<file path="src/rtl/kmkz_rf_pkg.sv">
// Shared types and helpers for the Kamikaze-uRV multi-port register file.
package kmkz_rf_pkg;

    typedef enum logic {
        ST_CLEAR,
        ST_RUN
    } rf_state_t;

    localparam int unsigned RF_DATA_W_DEF = 32;
    localparam int unsigned RF_ADDR_W_DEF = 5;
    localparam int unsigned RF_NUM_RD_DEF = 2;

    // Bit offset of port p inside a flattened per-port bus of width w
    function automatic int unsigned port_off(input int unsigned p, input int unsigned w);
        return p * w;
    endfunction

endpackage

</file>
<file path="src/rtl/kmkz_regmem_1r1w.sv">
// One register-file bank: synchronous-read RAM, one write port, resettable read register.
module kmkz_regmem_1r1w #(
    parameter int unsigned DATA_W = 32,
    parameter int unsigned ADDR_W = 5
) (
    input  logic              clk_i,
    input  logic              rst_i,
    input  logic              re_i,
    input  logic [ADDR_W-1:0] raddr_i,
    output logic [DATA_W-1:0] rdata_o,
    input  logic              we_i,
    input  logic [ADDR_W-1:0] waddr_i,
    input  logic [DATA_W-1:0] wdata_i
);

    localparam int unsigned DEPTH = 1 << ADDR_W;

    logic [DATA_W-1:0] mem [DEPTH];

    always_ff @(posedge clk_i) begin
        if (we_i) begin
            mem[waddr_i] <= wdata_i;
        end
    end

    // Same-cycle write to raddr_i returns the old contents
    always_ff @(posedge clk_i or negedge rst_i) begin
        if (!rst_i) begin
            rdata_o <= '0;
        end else if (re_i) begin
            rdata_o <= mem[raddr_i];
        end
    end

endmodule

</file>
<file path="src/rtl/kmkz_regfile_mp.sv">
// Multi-read-port register file with W/X forwarding, stall-time late-write capture
// and a post-reset clear sequencer.
module kmkz_regfile_mp
    import kmkz_rf_pkg::*;
#(
    parameter int unsigned DATA_W         = RF_DATA_W_DEF,
    parameter int unsigned ADDR_W         = RF_ADDR_W_DEF,
    parameter int unsigned NUM_RD         = RF_NUM_RD_DEF,
    parameter bit          ZERO_REG       = 1'b1,
    parameter bit          CLEAR_ON_RESET = 1'b1
) (
    input  logic                       clk_i,
    input  logic                       rst_i,
    input  logic                       d_stall_i,
    input  logic [NUM_RD*ADDR_W-1:0]   rf_rs_i,
    input  logic [NUM_RD*ADDR_W-1:0]   d_rs_i,
    output logic [NUM_RD*DATA_W-1:0]   x_rs_value_o,
    input  logic [ADDR_W-1:0]          w_rd_i,
    input  logic [DATA_W-1:0]          w_rd_value_i,
    input  logic                       w_rd_store_i,
    input  logic                       w_bypass_rd_write_i,
    input  logic [DATA_W-1:0]          w_bypass_rd_value_i,
    output logic                       init_busy_o
);

    rf_state_t         state_q, state_d;
    logic [ADDR_W-1:0] cnt_q;
    logic              zero_wr;
    logic              we;
    logic              mem_we;
    logic [ADDR_W-1:0] mem_addr;
    logic [DATA_W-1:0] mem_data;
    logic [DATA_W-1:0] x_val [NUM_RD];

    assign zero_wr = ZERO_REG && (w_rd_i == '0);
    assign we      = w_rd_store_i && !init_busy_o && !zero_wr;

    always_ff @(posedge clk_i or negedge rst_i) begin
        if (!rst_i) begin
            state_q <= CLEAR_ON_RESET ? ST_CLEAR : ST_RUN;
        end else begin
            state_q <= state_d;
        end
    end

    always_comb begin
        state_d = state_q;
        if (state_q == ST_CLEAR && cnt_q == '1) begin
            state_d = ST_RUN;
        end
    end

    // Clear sequencer borrows the shared bank write port while busy
    always_comb begin
        init_busy_o = (state_q == ST_CLEAR);
        mem_we      = we;
        mem_addr    = w_rd_i;
        mem_data    = w_rd_value_i;
        if (state_q == ST_CLEAR) begin
            mem_we   = 1'b1;
            mem_addr = cnt_q;
            mem_data = '0;
        end
    end

    always_ff @(posedge clk_i or negedge rst_i) begin
        if (!rst_i) begin
            cnt_q <= '0;
        end else if (state_q == ST_CLEAR) begin
            cnt_q <= cnt_q + ADDR_W'(1);
        end
    end

    for (genvar p = 0; p < NUM_RD; p++) begin : g_port
        localparam int unsigned AO = port_off(p, ADDR_W);

        logic [ADDR_W-1:0] rs;
        logic [ADDR_W-1:0] drs;
        logic [DATA_W-1:0] ram_q;
        logic [DATA_W-1:0] bval_q;
        logic              wflag_q;
        logic              xhit;

        assign rs   = rf_rs_i[AO +: ADDR_W];
        assign drs  = d_rs_i[AO +: ADDR_W];
        assign xhit = w_bypass_rd_write_i && (w_rd_i == drs) && !zero_wr;

        kmkz_regmem_1r1w #(
            .DATA_W (DATA_W),
            .ADDR_W (ADDR_W)
        ) u_bank (
            .clk_i   (clk_i),
            .rst_i   (rst_i),
            .re_i    (!d_stall_i),
            .raddr_i (rs),
            .rdata_o (ram_q),
            .we_i    (mem_we),
            .waddr_i (mem_addr),
            .wdata_i (mem_data)
        );

        // Under stall the RAM register is frozen, so a write to the held index is captured here
        always_ff @(posedge clk_i or negedge rst_i) begin
            if (!rst_i) begin
                wflag_q <= 1'b0;
                bval_q  <= '0;
            end else if (!d_stall_i) begin
                wflag_q <= we && (rs == w_rd_i);
                if (we && (rs == w_rd_i)) begin
                    bval_q <= w_rd_value_i;
                end
            end else if (we && (drs == w_rd_i)) begin
                wflag_q <= 1'b1;
                bval_q  <= w_rd_value_i;
            end
        end

        always_comb begin
            if (ZERO_REG && drs == '0) begin
                x_val[p] = '0;
            end else if (xhit) begin
                x_val[p] = w_bypass_rd_value_i;
            end else if (wflag_q) begin
                x_val[p] = bval_q;
            end else begin
                x_val[p] = ram_q;
            end
        end
    end

    always_comb begin
        x_rs_value_o = '0;
        for (int unsigned i = 0; i < NUM_RD; i++) begin
            x_rs_value_o[port_off(i, DATA_W) +: DATA_W] = x_val[i];
        end
    end

endmodule

</file>
<file path="config.mk">
export PLATFORM = sky130hd
export DESIGN_NAME = kmkz_regfile_mp
export DESIGN_NICKNAME = d
export VERILOG_FILES = /design/src/rtl/kmkz_rf_pkg.sv /design/src/rtl/kmkz_regmem_1r1w.sv /design/src/rtl/kmkz_regfile_mp.sv
export SDC_FILE = /design/constraint.sdc
export NUM_CORES = 2
export LEC_CHECK = 0
export CORE_UTILIZATION = 58
export DETAILED_ROUTE_END_ITERATION = 12
export GPL_TIMING_DRIVEN = 0
export PLACE_DENSITY = 0.76
export SYNTH_ARGS = -nofsm -noshare
export SYNTH_HDL_FRONTEND = slang
export SYNTH_SLANG_ARGS = --single-unit
</file>
<file path="constraint.sdc">
create_clock -name clk_i -period 7.5 [get_ports clk_i]
set_input_delay 0.75 -clock clk_i [delete_from_list [all_inputs] [get_ports clk_i]]
set_output_delay 0.75 -clock clk_i [all_outputs]
set_load 0.02 [all_outputs]
</file>
Yosys cells after proc, flatten, opt, wreduce, memory -nomap -nowiden
Memory sizes are Yosys's and may differ from the RTL's. A register that Yosys moved wholly into a read port is not among the register bits.
Index checks and enable logic that the tools add are counted.
{ "op_classes": {"reduce_logical": 23, "mux": 21, "add_sub_neg": 1, "n_bitwise": 1, "eq_ne": 9} }
{ "ops": {"columns": ["cell", "count"], "rows": [
  ["$mux 32", 13],
  ["$eq 5x5->1", 6],
  ["$logic_not 5->1", 3],
  ["$logic_and 1x1->1", 11],
  ["$mux 1", 7],
  ["$add 5x1->5 const B", 1],
  ["$eq 5x5->1 const B", 1],
  ["$logic_not 1->1", 5],
  ["$mux 5", 1],
  ["$ne 2x1->1 const B", 2],
  ["$reduce_and 2->1", 2],
  ["$reduce_bool 2->1", 2],
  ["$not 1->1", 1]
]} }
{ "word_totals": {"inputBits": 94, "output_inout_bits": 65, "mem_bits_rw": 2048, "mem_count": 2, "regBits": 72, "word_cells": 63} }
{ "mem_list": {"columns": ["memory", "depth", "word_bits", "rd", "rd_ports_with_merged_regs", "wr", "line_no", "text"], "rows": [
  ["g_port[0].u_bank.mem", 32, 32, 1, 1, 1, "kmkz_regmem_1r1w.sv:18", "logic [DATA_W-1:0] mem [DEPTH];"],
  ["g_port[1].u_bank.mem", 32, 32, 1, 1, 1, "kmkz_regmem_1r1w.sv:18", null]
]} }

Logic depth before layout (Yosys ltp)
{ "logic_depth": {"ltp_word": 6, "depth_mapped": 8} }

Modules after synthesis
A second synthesis with hierarchy kept.
{ "unflattened": {"cells_unflattened": 4869, "area_unflattened_um2": 86937.1} }
{ "by_module_without_submodules": {"columns": ["module", "area_each_um2", "instances", "cells_each"], "rows": [
  ["kmkz_regmem_1r1w", 40910.5, 2, 2200],
  ["kmkz_regfile_mp", 5116.2, 1, 469]
]} }

Worst setup path before layout
Ideal clock, no wire load.
{ "synth_timing": {"kind": "input to register", "start": "input port w_rd_i[0]", "end": "memory g_port[1].u_bank.mem[17][0] (enable)", "n_path_buf": 1, "path_slack_ps": 4206, "arrival_ps": 2873, "t_required_ps": 7079, "setup_time_ps": 421, "path_stages": 5, "cell_sequence": "buf_2 inv_1 nor4b_1 a31oi_1 nor2_1"} }
{ "synth_between": {"elab_chain_len": 6, "word_cells_on_any_way": 7, "classes_between": "mux: 4; reduce/logical: 3"} }
{ "synth_rtl": {"columns": ["item", "line_no", "text"], "rows": [
  ["from (decl)", "kmkz_regfile_mp.sv:18", "input logic [ADDR_W-1:0] w_rd_i,"],
  ["$logic_not 5->1", "kmkz_regfile_mp.sv:35", "assign zero_wr = ZERO_REG && (w_rd_i == '0);"],
  ["$logic_not 1->1", "kmkz_regfile_mp.sv:36", "assign we = w_rd_store_i && !init_busy_o && !zero_wr;"],
  ["$logic_and 1x1->1", "kmkz_regfile_mp.sv:36", null],
  ["$mux 1", "kmkz_regfile_mp.sv:59", "if (state_q == ST_CLEAR) begin"],
  ["$mux 1", "kmkz_regmem_1r1w.sv:21", "if (we_i) begin"],
  ["$mux 1 (not written as such)", "kmkz_regmem_1r1w.sv:22", "mem[waddr_i] <= wdata_i;"],
  ["to (decl)", "kmkz_regmem_1r1w.sv:18", null]
]} }
Parallel ways exist; a longest one is shown, timed or not.

Final worst setup path
{ "layout_timing": {"start": "input port w_bypass_rd_write_i", "end": "output port x_rs_value_o[44]"} }
{ "layout_between": {"elab_chain_len": 4} }
{ "layout_rtl": {"columns": ["item", "line_no", "text"], "rows": [
  ["from (decl)", "kmkz_regfile_mp.sv:21", "input logic w_bypass_rd_write_i,"],
  ["$logic_and 1x1->1 (2 in a row)", "kmkz_regfile_mp.sv:86", "assign xhit = w_bypass_rd_write_i && (w_rd_i == drs) && !zero_wr;"],
  ["$mux 32", "kmkz_regfile_mp.sv:121", "end else if (xhit) begin"],
  ["$mux 32", "kmkz_regfile_mp.sv:119", "if (ZERO_REG && drs == '0) begin"],
  ["to (decl)", "kmkz_regfile_mp.sv:17", "output logic [NUM_RD*DATA_W-1:0] x_rs_value_o,"]
]} }
No other way between the ends.

==> results.cfg <==
[cts]
cts_resized = 0
cts_num_sinks = 1160
cts.clk_slew.worst_paths_ns = 0.06
postCtsHoldBufs = 0
cts_made_buffers = 119
cts-root-buf = clkbuf_16
cts_tree = yes
clock_path_buffers = 3
post_cts_buffers = 0
htreeDepth = 3
insertion_delay_ns = 0.74

[global_route]
grt_pass1_wl_um = 296800
track_usage = 0.4420
grt_use_met2 = 0.6310
grt_use_met3 = 0.1871
grt-ovfl-total = 0
top_usage_layer = met2
grt_max_degree = 70
antenna_found_initial = 4
gr-usage-met1 = 0.5527
grt_pass1_vias = 39331

[status]
outcome = complete, but fails checks
violations = hold timing, capacitance limit, slew limit

[synthesis]
async_flop_share = 0.1172
synth_seq_area_share = 0.6103
synth_fp_nets = 3842
muxShareOfSynthArea = 0.2104
syn_avg_cell_area_um2 = 14.94
synth_fa_ha_area_frac = 0.0004471
yosysMostFrequentCell = mux2i_1
synth_compound_area_frac = 0.1223
netlist_instances = 3746
synth_xor_area_frac = 0.003600
synth_edf_count = 1024
ys_ff_latch = 1160
synth_top_area_share = 0.5495
synthTopCellsByArea = edfxtp_1, mux2i_1, dfrtp_1
synth.distinct_cells = 47
synth_flop_cell = edfxtp_1
synthSimpleGateAreaFrac = 0.01974
yosysWarnings = 0
synth_commonest_cells = mux2i_1, edfxtp_1, a22oi_1
syn-cell-area_um2 = 55960
synth_top_family_by_area = multiplexers
yosys.area.top_type = edfxtp_1

[critical_path]
critPathArrivalTime_ns = 4.85
endpoint_kind = output pin
cp.required_ns = 6.75
timing_worst_setup_path_type = input pin to output pin
critical_path.startpoint_type = input pin
crit_fanout = 10

[timing]
maxSlewViolCount = 67
rsz0062_at_grt = false
hold_violations = 11
finalCritPeriodShare = 0.7460
max_freq_mhz = 178.7
slew_headroom = -0.1472
clock_skew_ns = 0.03216
setup_slack_ns = 1.905
hold_ws_ns = -0.03868
setup_viol = 0
fin_crit_ns = 5.595
tightestPinTransition_ns = 1.721

[placed_design]
place_congestion = 0.9456
hpwl_um = 146700
port_buffers = 151
placed_area_um2 = 60000
post-place-ws_ns = 2.008

[drt]
drtAntennaViolNets = 0
first_iter_violations = 7501
finalWirelength_um = 220100
drc = 0
routed_via_density = 7.600
dr.pass1.iters = 6
wl_per_cell_um = 40.55
vias = 41254

[die]
die_x_um = 312.6
io_pins = 159
dieArea_um2 = 97730
die_h_um = 312.6
initial_core_util = 0.5873
core_um2 = 95290
rows = 113

[worst_hold_path]
hp-class = input pin to asynchronous set/reset pin

[pwr]
powerDensity_nw_per_um2 = 235.2
leakage_nw = 23.75
vdd_ir_drop_max_mv = 0.2081

[layout]
design_area_um2 = 63860
drive_gt1_frac = 0.1217
multiInputGateArea_um2 = 20210
register_area_um2 = 34150
fillers = 6566
area_growth_pct = 14.10
layout.nets = 4150

[flow_run]
maxCapViolCount = 9
-- worst max-delay path, stage by stage --
cell             delay, ns
clkdlybuf4s50_1       0.50
a21boi_1              0.41
nand4_1               1.18
clkbuf_1              0.74
a211oi_1              0.55
clkdlybuf4s50_1       0.69
-- worst paths after layout --
check / start / to / slack, ns / depth (start not counted)
worst max-delay path: w_bypass_rd_write_i / x_rs_value_o[44] / 1.90 / 6
worst min-delay path: rst_i / g_port[0].bval_q[22]$_DFFE_PN0P_ / -0.04 / 1
worst max register to register: state_q$_DFFE_PN0P_ / g_port[1].u_bank.mem[26][19]$_DFFE_PP_ / 3.64 / 4
worst min register to register: g_port[1].bval_q[15]$_DFFE_PN0P_ / g_port[1].bval_q[15]$_DFFE_PN0P_ / 0.48 / 1
max in group asynchronous: rst_i / g_port[0].u_bank.rdata_o[31]$_DFFE_PN0N_ / 6.61 / 2
min in group clk_i: g_port[1].bval_q[15]$_DFFE_PN0P_ / g_port[1].bval_q[15]$_DFFE_PN0P_ / 0.48 / 1
-- area by class of cell --
class,count,share of cell area
Sequential cell,1160,0.5348
Tap cell,1265,0.02479
Inverter,6,0.0003527
Antenna cell,5,0.0001959
Timing Repair Buffer,187,0.03486
Clock buffer,159,0.05159
Clock inverter,66,0.007975
Multi-Input combinational cell,2272,0.3165
Buffer,308,0.02890
-- registers in the layout, summed over array words and instances, names as in the netlist --
name / cells
g_port.wflag_q: 2
state_q: 1
cnt_q: 5
g_port.bval_q: 64
g_port.u_bank.mem: 1024
g_port.u_bank.rdata_o: 64
-- cells by family (layout without fill, tap and decap cells) --
| logic type | Yosys count | after routing |
|---|---|---|
| compound gates | 846 | 846 |
| xor+xnor | 23 | 23 |
| fa+ha+maj | 2 | 2 |
| buf+inv | 314 | 726 |
| flops | 1160 | 1160 |
| mux | 1157 | 1157 |
| other cells | 0 | 5 |
| simple gates | 244 | 244 |
-- per-layer routing --
layer,vias to the layer above,share of wire
li1,15755,-
met1,20273,0.33
met2,4173,0.42
met3,1043,0.17
met4,10,0.077
met5,-,0.00098
-- layout by cell type, fill, tap and decap left out, types with 70 or more instances in the layout --
master / n
clkdlybuf4s50_1: 150
a22o_1: 128
mux2i_1: 1090
clkbuf_16: 124
clkbuf_1: 168
a21oi_1: 131
a221oi_1: 128
edfxtp_1: 1024
nor2_1: 70
a22oi_1: 256
nand2_1: 74
dfrtp_1: 136
-- per-stage QoR --
stage / TNS (ns) / util / hold WS (ns) / power, W / std cells
5_1_grt: 0 / 0.6700 / 0.01125 / 0.01520 / 5423
4_1_cts: 0 / 0.6696 / 0.02128 / 0.01485 / 5421
6_report: 0 / 0.6701 / -0.03868 / 0.01502 / 5428
2_1_floorplan: 0 / - / 0.4475 / 0.008367 / 3746
3_3_place_gp: -141.22 / 0.6197 / 0.4669 / 0.009150 / 5162
3_5_place_dp: 0 / 0.6297 / 0.4678 / 0.009188 / 5196
-- where the power goes --
group          switching, W  internal (W)
registers         0.0000867       0.00715
logic               0.00123      0.000686
clock network       0.00255       0.00331
total               0.00387        0.0111
Note: power is estimated with default switching activity, not from simulation.
